--- src/rtl/writeback_arbiter_pkg.sv ---
// writeback_arbiter_pkg: constants and types shared by the writeback arbiter,
// its interface and its load-result FIFO.
//   XLEN / RA_W : data and register-address widths
//   wb_req_t    : one pending register write {rd, data}
//   wb_src_e    : which source owns the write port this cycle
package writeback_arbiter_pkg;

  localparam int XLEN     = 32;
  localparam int RA_W     = 5;
  localparam int NUM_REGS = 1 << RA_W;

  typedef struct packed {
    logic [RA_W-1:0] rd;
    logic [XLEN-1:0] data;
  } wb_req_t;

  typedef enum logic [1:0] {
    SRC_NONE,
    SRC_ALU,
    SRC_LSU
  } wb_src_e;

endpackage

--- src/rtl/writeback_arbiter_if.sv ---
// writeback_arbiter_if: bundles the ALU / LSU result handshakes, the decode
// issue and scoreboard query signals, and the register-file write port.
//   master : the surrounding pipeline (drives results, issues, queries)
//   slave  : the arbiter itself
interface writeback_arbiter_if;
  import writeback_arbiter_pkg::*;

  logic            alu_valid;
  logic            alu_ready;
  logic [RA_W-1:0] alu_rd;
  logic [XLEN-1:0] alu_data;

  logic            lsu_valid;
  logic            lsu_ready;
  logic [RA_W-1:0] lsu_rd;
  logic [XLEN-1:0] lsu_data;

  logic            issue_valid;
  logic [RA_W-1:0] issue_rd;
  logic [RA_W-1:0] pend_addr1;
  logic [RA_W-1:0] pend_addr2;
  logic            pend1;
  logic            pend2;

  logic            reg_we;
  logic [RA_W-1:0] writeaddr;
  logic [XLEN-1:0] writedata;

  modport master (
    output alu_valid, alu_rd, alu_data,
    output lsu_valid, lsu_rd, lsu_data,
    output issue_valid, issue_rd, pend_addr1, pend_addr2,
    input  alu_ready, lsu_ready, pend1, pend2,
    input  reg_we, writeaddr, writedata
  );

  modport slave (
    input  alu_valid, alu_rd, alu_data,
    input  lsu_valid, lsu_rd, lsu_data,
    input  issue_valid, issue_rd, pend_addr1, pend_addr2,
    output alu_ready, lsu_ready, pend1, pend2,
    output reg_we, writeaddr, writedata
  );

endinterface

--- src/rtl/writeback_arbiter_wb_fifo.sv ---
// wb_fifo: synchronous FIFO, async active-high reset.
//   push/push_data : write side; a push while full is taken only if a pop
//                    happens in the same cycle
//   pop/pop_data   : read side; pop_data is the current head (show-ahead)
//   full/empty/count : occupancy status
// DEPTH must be a power of two so the pointers wrap for free.
module wb_fifo #(
  parameter int WIDTH = 8,
  parameter int DEPTH = 4
) (
  input  logic                     clk,
  input  logic                     reset,
  input  logic                     push,
  input  logic [WIDTH-1:0]         push_data,
  input  logic                     pop,
  output logic [WIDTH-1:0]         pop_data,
  output logic                     full,
  output logic                     empty,
  output logic [$clog2(DEPTH):0]   count
);

  localparam int AW = $clog2(DEPTH);
  localparam int CW = AW + 1;

  logic [DEPTH-1:0][WIDTH-1:0] mem;
  logic [AW-1:0]               wptr, rptr;
  logic                        do_push, do_pop;

  assign full     = (count == CW'(DEPTH));
  assign empty    = (count == '0);
  assign do_pop   = pop && !empty;
  assign do_push  = push && (!full || do_pop);
  assign pop_data = mem[rptr];

  // storage carries no reset; only the pointers define validity
  always_ff @(posedge clk) begin
    if (do_push) mem[wptr] <= push_data;
  end

  always_ff @(posedge clk or posedge reset) begin
    if (reset) begin
      wptr  <= '0;
      rptr  <= '0;
      count <= '0;
    end else begin
      if (do_push) wptr <= wptr + 1'b1;
      if (do_pop)  rptr <= rptr + 1'b1;
      case ({do_push, do_pop})
        2'b10:   count <= count + 1'b1;
        2'b01:   count <= count - 1'b1;
        default: count <= count;
      endcase
    end
  end

endmodule

--- src/rtl/writeback_arbiter.sv ---
// writeback_arbiter: merges ALU and load results onto the single register
// file write port and tracks outstanding destinations for decode.
//   clk, reset : clock, async active-high reset
//   bus        : writeback_arbiter_if.slave
//     alu_*    : ALU result handshake (alu_ready is the combinational grant)
//     lsu_*    : load result handshake into the load FIFO (lsu_ready = !full)
//     issue_*  : decode marks a destination pending
//     pend_*   : decode RAW queries
//     reg_we/writeaddr/writedata : registered write port
// The load FIFO is preferred; after STARVE_MAX consecutive FIFO wins while
// the ALU waits, the ALU is forced through.
module writeback_arbiter
  import writeback_arbiter_pkg::*;
#(
  parameter int LQ_DEPTH   = 4,
  parameter int STARVE_MAX = 4
) (
  input logic                 clk,
  input logic                 reset,
  writeback_arbiter_if.slave  bus
);

  localparam int SW = $clog2(STARVE_MAX + 1);
  localparam int CW = $clog2(LQ_DEPTH) + 1;

  wb_src_e          grant;
  wb_req_t          lq_head, lq_in, sel;
  logic             lq_full, lq_empty;
  logic [CW-1:0]    lq_count;
  logic             unused_count;
  logic [SW-1:0]    starve_cnt;
  logic             starve_hit;
  logic [NUM_REGS-1:0] pending, pending_nxt;

  assign lq_in = '{rd: bus.lsu_rd, data: bus.lsu_data};

  wb_fifo #(
    .WIDTH ($bits(wb_req_t)),
    .DEPTH (LQ_DEPTH)
  ) u_lq (
    .clk       (clk),
    .reset     (reset),
    .push      (bus.lsu_valid && bus.lsu_ready),
    .push_data (lq_in),
    .pop       (grant == SRC_LSU),
    .pop_data  (lq_head),
    .full      (lq_full),
    .empty     (lq_empty),
    .count     (lq_count)
  );

  // occupancy comes straight from full/empty here
  assign unused_count = ^lq_count;

  assign bus.lsu_ready = !lq_full;
  assign starve_hit    = (starve_cnt == SW'(STARVE_MAX));

  always_comb begin
    grant = SRC_NONE;
    if (bus.alu_valid && (lq_empty || starve_hit)) grant = SRC_ALU;
    else if (!lq_empty)                            grant = SRC_LSU;
  end

  assign bus.alu_ready = (grant == SRC_ALU);
  assign sel = (grant == SRC_ALU) ? wb_req_t'{rd: bus.alu_rd, data: bus.alu_data}
                                  : lq_head;

  // counts FIFO wins only while the ALU is actually waiting
  always_ff @(posedge clk or posedge reset) begin
    if (reset)                                     starve_cnt <= '0;
    else if (!bus.alu_valid || grant == SRC_ALU)   starve_cnt <= '0;
    else if (grant == SRC_LSU && !starve_hit)      starve_cnt <= starve_cnt + 1'b1;
  end

  // x0 writes still consume the grant but never assert the write enable
  always_ff @(posedge clk or posedge reset) begin
    if (reset) begin
      bus.reg_we    <= 1'b0;
      bus.writeaddr <= '0;
      bus.writedata <= '0;
    end else if (grant != SRC_NONE) begin
      bus.reg_we    <= (sel.rd != '0);
      bus.writeaddr <= sel.rd;
      bus.writedata <= sel.data;
    end else begin
      bus.reg_we    <= 1'b0;
    end
  end

  // clear first so a same-index reissue in the commit cycle keeps the bit
  always_comb begin
    pending_nxt = pending;
    if (bus.reg_we) pending_nxt[bus.writeaddr] = 1'b0;
    if (bus.issue_valid && bus.issue_rd != '0) pending_nxt[bus.issue_rd] = 1'b1;
    pending_nxt[0] = 1'b0;
  end

  always_ff @(posedge clk or posedge reset) begin
    if (reset) pending <= '0;
    else       pending <= pending_nxt;
  end

  assign bus.pend1 = pending[bus.pend_addr1];
  assign bus.pend2 = pending[bus.pend_addr2];

endmodule

--- src/flat_wrapper.sv ---
// flat-port wrapper written by rule: the top's interface ports become plain ports
module writeback_arbiter_flat import writeback_arbiter_pkg::*;
#(
  parameter int LQ_DEPTH   = 4,
  parameter int STARVE_MAX = 4
)
  (clk, reset, bus_alu_valid, bus_alu_rd, bus_alu_data, bus_lsu_valid, bus_lsu_rd, bus_lsu_data, bus_issue_valid, bus_issue_rd, bus_pend_addr1, bus_pend_addr2, bus_alu_ready, bus_lsu_ready, bus_pend1, bus_pend2, bus_reg_we, bus_writeaddr, bus_writedata);
  writeback_arbiter_if bus_i ();
  input logic clk;
  input logic reset;
  input wire logic [$bits(bus_i.alu_valid)-1:0] bus_alu_valid;
  input wire logic [$bits(bus_i.alu_rd)-1:0] bus_alu_rd;
  input wire logic [$bits(bus_i.alu_data)-1:0] bus_alu_data;
  input wire logic [$bits(bus_i.lsu_valid)-1:0] bus_lsu_valid;
  input wire logic [$bits(bus_i.lsu_rd)-1:0] bus_lsu_rd;
  input wire logic [$bits(bus_i.lsu_data)-1:0] bus_lsu_data;
  input wire logic [$bits(bus_i.issue_valid)-1:0] bus_issue_valid;
  input wire logic [$bits(bus_i.issue_rd)-1:0] bus_issue_rd;
  input wire logic [$bits(bus_i.pend_addr1)-1:0] bus_pend_addr1;
  input wire logic [$bits(bus_i.pend_addr2)-1:0] bus_pend_addr2;
  output wire logic [$bits(bus_i.alu_ready)-1:0] bus_alu_ready;
  output wire logic [$bits(bus_i.lsu_ready)-1:0] bus_lsu_ready;
  output wire logic [$bits(bus_i.pend1)-1:0] bus_pend1;
  output wire logic [$bits(bus_i.pend2)-1:0] bus_pend2;
  output wire logic [$bits(bus_i.reg_we)-1:0] bus_reg_we;
  output wire logic [$bits(bus_i.writeaddr)-1:0] bus_writeaddr;
  output wire logic [$bits(bus_i.writedata)-1:0] bus_writedata;
  assign bus_i.alu_valid = bus_alu_valid;
  assign bus_i.alu_rd = bus_alu_rd;
  assign bus_i.alu_data = bus_alu_data;
  assign bus_i.lsu_valid = bus_lsu_valid;
  assign bus_i.lsu_rd = bus_lsu_rd;
  assign bus_i.lsu_data = bus_lsu_data;
  assign bus_i.issue_valid = bus_issue_valid;
  assign bus_i.issue_rd = bus_issue_rd;
  assign bus_i.pend_addr1 = bus_pend_addr1;
  assign bus_i.pend_addr2 = bus_pend_addr2;
  assign bus_alu_ready = bus_i.alu_ready;
  assign bus_lsu_ready = bus_i.lsu_ready;
  assign bus_pend1 = bus_i.pend1;
  assign bus_pend2 = bus_i.pend2;
  assign bus_reg_we = bus_i.reg_we;
  assign bus_writeaddr = bus_i.writeaddr;
  assign bus_writedata = bus_i.writedata;
  writeback_arbiter #(.LQ_DEPTH(LQ_DEPTH), .STARVE_MAX(STARVE_MAX)) u_core (.clk(clk), .reset(reset), .bus(bus_i));
endmodule
--- config.mk ---
export PLATFORM = sky130hd
export DESIGN_NAME = writeback_arbiter_flat
export DESIGN_NICKNAME = d
export VERILOG_FILES = /design/src/rtl/writeback_arbiter_pkg.sv /design/src/rtl/writeback_arbiter_if.sv /design/src/rtl/writeback_arbiter_wb_fifo.sv /design/src/rtl/writeback_arbiter.sv /design/src/flat_wrapper.sv
export SDC_FILE = /design/constraint.sdc
export NUM_CORES = 1
export LEC_CHECK = 0
export CAP_MARGIN = 20
export CORE_ASPECT_RATIO = 0.7
export CORE_MARGIN = 2
export CORE_UTILIZATION = 45
export DETAILED_ROUTE_END_ITERATION = 8
export GPL_TIMING_DRIVEN = 0
export PLACE_DENSITY_LB_ADDON = 0.25
export SETUP_SLACK_MARGIN = 0.5
export SLEW_MARGIN = 40
export SYNTH_ARGS = -nofsm -noshare
export SYNTH_HDL_FRONTEND = slang
export SYNTH_SLANG_ARGS = --single-unit
export TNS_END_PERCENT = 20
--- constraint.sdc ---
create_clock -name clk -period 6.4 [get_ports clk]
set_clock_uncertainty 0.15 [all_clocks]
set_input_delay 1.28 -clock clk [delete_from_list [all_inputs] [get_ports clk]]
set_output_delay 1.28 -clock clk [all_outputs]
set_load 0.005 [all_outputs]
==> impl_results.md, run 1 <==
* TritonCTS Buffers at 23
* Vias per Instance at ~5.5
* Synth Flop Type: edfxtp_1
* Reg-to-reg endpoint: u_core.u_lq.count[2]
* Largest net degree at the start of global routing at 50
* Area delta synth->final at 27.9%
* CP Data Required Time at 4970 ps
* WS Path Type: in2out
* Sequential power share at about two fifths
* Cells after DPL at 1015
* Row cnt at 44
* EDFF count, synth at 148
* Register area share after synthesis at 68.8%
* Slew headroom at a little over half
* Reg2reg setup slack at 3930 ps
* Chip height at 125 um
* Starting DRT DRC Count at 459
* Sw Share at between 30% and 40%
* Logic pwr share at 33.4%
* Initial Utilization at 45.5%
* PortBufs at approximately 130
* Final Util at 58.1%
* R2R Path Start: u_core.starve_cnt[0]
* Final nets at 866
* Fmax at 206 MHz
* Leak at 4.32 nW
* Largest fanout on the critical path at 10
* Worst Hold Class: reg2reg
* Final period util at 75.9%
* Launch point of the worst path: bus_alu_valid
* DRC violations left at 0
* Fraction of layout cells with a size suffix above 1 at 15.7%
* Area leader, netlist: edfxtp_1
* Unrepaired setup endpoints after global routing: no
* NetSw at 1.66 mW
* Worst hold start: u_core.starve_cnt[0]
* Core Area at around 21000 um2
* Syn Std Cell Area at 9340 um2
* Worst Setup End Kind: output pin
* CP Launch Type: input port
* Worst Max-Slew Pin Slew at slightly above 700 ps
* Cts repair resizes at 0
* Die W at ~180 um
* Clock Latency Late Sink at 500 ps
* Syn_area_per_cell at 15.5 um2
* First-pass GRT wire length at 34.5 mm
* GRT Total Usage at 20.5%
* Setup violators final at 0
* Most frequent cell after synthesis: edfxtp_1
* WHS at between 300 and 400 ps
* H-Tree Depth at 1
* Post-DP HPWL at between 15 and 20 mm
* # Post-CTS Setup Buffers at 0
* Inserted Diodes at 0
* Syn Nets at between 700 and 800
* Routed vias at 5839
* Hold Path End: u_core.starve_cnt[0]
* Cells taking the most area after synthesis: edfxtp_1, dfrtp_1, mux4_2, o21ai_0, nand2_1
* Post-synth top cells: edfxtp_1, dfrtp_1, nand2_1
* Max cap viols at 0
* Final ANT Viol Nets at 0
* Worst Hold Depth at 1
* Non-filler cells in the finished layout at 1057
* IO Count at 136
* Maximum clock path buffer count at 3
* RD Place Congestion at 0.807
* Pwr dens at ~460 nW/um2
* Final hold vios at 0
* Worst reg2reg path depth at 10
* Cts hold-fix bufs at 0
* GRT overflow at 0
* Clk pin slew, worst setup/hold paths at about 60 ps
* Cell variety after synth at 28
* Power share of the clock group at 25.4%
* Initial DRT Pass Iterations at 5
* Cell-internal power at roughly 3.8 mW
* Initial antenna violation count at 0
* CTS tree: built
* WL final at 22.1 mm
* Synth Register Bits at 227
* Final period demand of the worst path at 4860 ps
* CTS Root Cell: clkbuf_16
* Full die area at 21900 um2
* Post-synth ARST share at between 30% and 40%
* Routed length per instance at 20.9 um
* Peak VDD IR at 0.000188 V
* Post-route setup TNS at 0 ps
* Crit path arrival time at 3430 ps
* Clock sinks at 227
* Vias in the first global route at 6096
* Yosys warning count at 0
* Syn Inst Count at 603
* Post-synth top area share at 47.6%
* Status: complete, no violations
* Fin. max-slew vios at 0
## state kept, by name, summed over array words and instances, names as in the netlist
register,cells
u_core.u_lq.wptr,2
u_core.bus.writedata,32
u_core.u_lq.rptr,2
u_core.u_lq.mem,148
u_core.starve_cnt,3
u_core.bus.writeaddr,5
u_core.u_lq.count,3
u_core.bus.reg_we,1
u_core.pending,31
## final cells by class
class,count,area (um2)
Fill cell,1600,8600
Sequential cell,227,6420
Multi-Input combinational cell,336,2770
Timing Repair Buffer,136,1450
Clock buffer,26,587
Tap cell,276,345
Clock inverter,16,195
Buffer,30,131
Inverter,10,42.5
## metrics by stage
step                setup WS [ps]  area, um2  total power, mW
global route                 1440      11900             5.77
CTS                          1550      11900             5.51
global placement             1540      11000             4.00
detailed placement           1590      11200             4.12
finish                       1540      11900             5.47
floorplan                    2240       9340             3.32
## layout by cell type (no fill, tap or decap), types with 5 or more instances in the layout
| master | count |
|---|---|
| a21oi_1 | 6 |
| a31oi_1 | 33 |
| buf_16 | 5 |
| buf_2 | 12 |
| clkbuf_1 | 18 |
| clkbuf_16 | 23 |
| clkdlybuf4s50_1 | 131 |
| dfrtp_1 | 79 |
| edfxtp_1 | 148 |
| ha_1 | 7 |
| inv_1 | 9 |
| mux2i_1 | 6 |
| mux4_2 | 55 |
| nand2_1 | 74 |
| nand3_1 | 5 |
| nand3b_1 | 10 |
| nor2_1 | 44 |
| o21ai_0 | 66 |
| or3b_2 | 5 |
## layer usage
layer,vias up,track usage (%),routed length (um)
met5,-,0,0
met4,0,4.33,397
met3,37,4.03,1300
met2,215,32.3,10400
met1,2964,30.1,10000
li1,2623,-,-
## power groups by stage
stage / Sequential [mW] / Clock (mW) / Combinational (mW)
floorplan: 2.23 / 0 / 1.09
global placement: 2.26 / 0 / 1.74
detailed placement: 2.28 / 0 / 1.84
CTS: 2.25 / 1.41 / 1.85
global route: 2.30 / 1.47 / 2.00
finish: 2.25 / 1.39 / 1.83
## cells by family after synthesis
family | after synthesis | share of synthesized area (%)
XOR/XNOR | 7 | 0.657
buffers and inverters | 40 | 1.81
multiplexers | 65 | 14.4
flip-flops | 227 | 68.8
AND/OR/NAND/NOR | 151 | 7.14
AO/OA/AOI/OAI | 105 | 6.07
adder cells (fa/ha/maj) | 8 | 1.15
## critical path, stage by stage
cell and delay, ps:
clkdlybuf4s50_1 580, o21ai_0 170, buf_2 260, inv_1 310, buf_2 290, clkdlybuf4s50_1 530
## how the worst max path moves through the flow
stage | depth (start not counted) | to
3_3_place_gp | 2 | u_core.bus.writedata[16]
6_report | 6 | bus_alu_ready
5_1_grt | 6 | bus_alu_ready
2_1_floorplan | 4 | bus_pend1
3_5_place_dp | 6 | bus_alu_ready
4_1_cts | 6 | bus_alu_ready
Power figures use the tool's default switching activity.
==> inputs of run 2 (changes only) <==
==> constraint.sdc (replaced) <==
create_clock -name clk -period 4.54 [get_ports clk]
set_clock_uncertainty 0.15 [all_clocks]
set_input_delay 0.908 -clock clk [delete_from_list [all_inputs] [get_ports clk]]
set_output_delay 0.908 -clock clk [all_outputs]
set_load 0.005 [all_outputs]
==> impl_results.md, run 2 (synthesized netlist as in run 1, its figures left out) <==
* Pwr dens at 646 nW/um2 (was 458 nW/um2)
* WL final at 22.2 mm (was 22.1 mm)
* DRC violations left at 0 (unchanged)
* Final period util at 88.3%
* Crit path arrival time at 2950 ps (was 3430 ps)
* CTS Root Cell: clkbuf_16 (unchanged)
* Post-route setup TNS at 0 ps (unchanged)
* Final ANT Viol Nets at 0 (unchanged)
* Final period demand of the worst path at approximately 4000 ps
* GRT Total Usage at 20.5% (unchanged)
* Initial DRT Pass Iterations at 5 (unchanged)
* Vias per Instance at 5.53 (was 5.52)
* Vias in the first global route at 6096 (unchanged)
* Initial antenna violation count at 0 (unchanged)
* WHS at 339 ps (about the same)
* Worst Max-Slew Pin Slew at 711 ps (was 708 ps)
* Fin. max-slew vios at 0 (unchanged)
* RD Place Congestion at 0.807 (unchanged)
* Initial Utilization at 45.5% (unchanged)
* Max FFs per register at 148 (unchanged)
* Clock Latency Late Sink at 500 ps (about the same)
* R2R Path Start: u_core.starve_cnt[0] (unchanged)
* Setup violators final at 0 (unchanged)
* Most frequent cells in the layout: edfxtp_1, clkdlybuf4s50_1, dfrtp_1 (unchanged)
* Inserted Diodes at 0 (unchanged)
* First-pass GRT wire length at 34.5 mm (unchanged)
* CP Data Required Time at 3480 ps (was 4970 ps)
* Starting DRT DRC Count at 455 (was 459)
* Area delta synth->final at 28.0% (was 27.9%)
* Row cnt at 44 (unchanged)
* CP Launch Type: input port (unchanged)
* Unrepaired setup endpoints after global routing: yes (was no)
* Register Area at 6420 um2 (unchanged)
* # Post-CTS Setup Buffers at 0 (unchanged)
* Clock sinks at 227 (unchanged)
* WS Path Type: in2out (unchanged)
* Worst reg2reg path depth at 10 (unchanged)
* Multi-input logic area at 2770 um2 (unchanged)
* Most common cell after layout, fill and taps aside: edfxtp_1 (unchanged)
* Die W at 176 um (unchanged)
* Final hold vios at 0 (unchanged)
* H-Tree Depth at 1 (unchanged)
* IO Count at 136 (unchanged)
* Cts hold-fix bufs at 0 (unchanged)
* Full die area at 21900 um2 (unchanged)
* GRT overflow at 0 (unchanged)
* Status: complete, no violations (unchanged)
* Fillers at 1597 (was 1600)
* Fraction of layout cells with a size suffix above 1 at 15.9% (was 15.7%)
* Worst Setup End Kind: output pin (unchanged)
* Max cap viols at 0 (unchanged)
* Worst hold start: u_core.starve_cnt[0] (unchanged)
* Hold Path End: u_core.starve_cnt[0] (unchanged)
* Leak at 4.31 nW (was 4.32 nW)
* Chip height at 125 um (unchanged)
* Reg2reg setup slack at 2070 ps (was 3930 ps)
* Slew headroom at 52.6% (was 52.8%)
* Largest regs: u_core.u_lq.mem: 148 flops, u_core.bus.writedata: 32 flops, u_core.pending: 31 flops (unchanged)
* Final nets at 866 (unchanged)
* Worst Hold Class: reg2reg (unchanged)
* Peak VDD IR at 0.000264 V (was 0.000188 V)
* Largest reg by FF count: u_core.u_lq.mem (unchanged)
* Core Area at 20500 um2 (unchanged)
* Fmax at 249 MHz
* PortBufs at 131 (unchanged)
* Clk pin slew, worst setup/hold paths at 60 ps (about the same)
* Post-DP HPWL at 15.0 mm (unchanged)
* Largest net degree at the start of global routing at 50 (unchanged)
* Worst Hold Depth at 1 (unchanged)
* Routed vias at 5842 (was 5839)
* Maximum clock path buffer count at 3 (unchanged)
* Reg-to-reg endpoint: u_core.u_lq.count[2] (unchanged)
* TritonCTS Buffers at 23 (unchanged)
* CTS tree: built (unchanged)
* Routed length per instance at 21.0 um (was 20.9 um)
* Largest fanout on the critical path at 9 (was 10)
[run 2: cell types whose count changed in the layout (fill, tap and decap cells not counted)]
cell        change
inv_1           -1
buf_4           +1
clkinvlp_4      +1
buf_2           -3
clkbuf_4        +2
[run 2: timing repair]
item                                    CTS  global route
resized for setup                         2             2
endpoints found under the hold margin     0             0
gates cloned                              0             0
endpoints found under the setup margin    2             3
[run 2: final cells by class]
cell class	count	area share, %
Tap cell	276	2.89
Clock buffer	26	4.91
Timing Repair Buffer	136	12.1
Clock inverter	16	1.63
Buffer	30	1.16
Sequential cell	227	53.7
Multi-Input combinational cell	336	23.2
Inverter	10	0.387
[run 2: stage by stage]
stage	utilization [%]	std cells	cell area [um2]	setup slack, ps	power, mW
after CTS	58.2	1057	11900	494	7.78
after floorplan	-	603	9340	1120	4.68
final	58.2	1057	11900	531	7.71
after global placement	53.5	1010	11000	54.8	5.64
after detailed placement	54.3	1015	11200	472	5.81
after global routing	58.2	1057	11900	477	8.14
[run 2: metal layers]
| layer | wire length (um) | part of all wire (%) | vias to the layer above | GRT usage [%] |
|---|---|---|---|---|
| li1 | - | - | 2625 | - |
| met1 | 10100 | 46 | 2966 | 30.1 |
| met2 | 10400 | 47 | 216 | 32.3 |
| met3 | 1260 | 5.7 | 35 | 4.03 |
| met4 | 376 | 1.7 | 0 | 4.33 |
| met5 | 0 | 0 | - | 0 |
[run 2: worst max-delay path, cell delays in order]
cell and delay, ps:
buf_2 260, mux4_2 560, mux4_2 490, mux2_2 280
clkdlybuf4s50_1 460
[run 2: worst max path at each step]
stage | from | end | slack (ps) | cells past startpoint
4_1_cts | bus_pend_addr2[0] | bus_pend2 | 490 | 5
6_report | bus_pend_addr1[1] | bus_pend1 | 530 | 5
2_1_floorplan | bus_pend_addr1[0] | bus_pend1 | 1120 | 4
3_5_place_dp | bus_alu_valid | bus_alu_ready | 470 | 6
3_3_place_gp | reset | u_core.bus.writedata[16] | 50 | 2
5_1_grt | bus_pend_addr2[1] | bus_pend2 | 480 | 5
[run 2: power by group]
group | switching [mW] | internal, mW | total [mW]
Sequential | 0.308 | 2.87 | 3.18
Clock | 0.788 | 1.17 | 1.95
Combinational | 1.25 | 1.34 | 2.58
==> inputs of run 3 (changes only) <==
==> constraint.sdc (replaced) <==
create_clock -name clk -period 5 [get_ports clk]
set_clock_uncertainty 0.15 [all_clocks]
set_input_delay 1 -clock clk [delete_from_list [all_inputs] [get_ports clk]]
set_output_delay 1 -clock clk [all_outputs]
set_load 0.005 [all_outputs]
==> results of run 3 <==
The final DEF is identical to that of run 1. Status: complete, no violations.
Main changes from that run: setup slack after placement 1590 ps -> 748 ps; setup slack after layout 1540 ps -> 703 ps; register-to-register setup slack 3930 ps -> 2530 ps; total power 5.47 mW -> 7.00 mW; worst IR drop on VDD 0.000188 V -> 0.000240 V
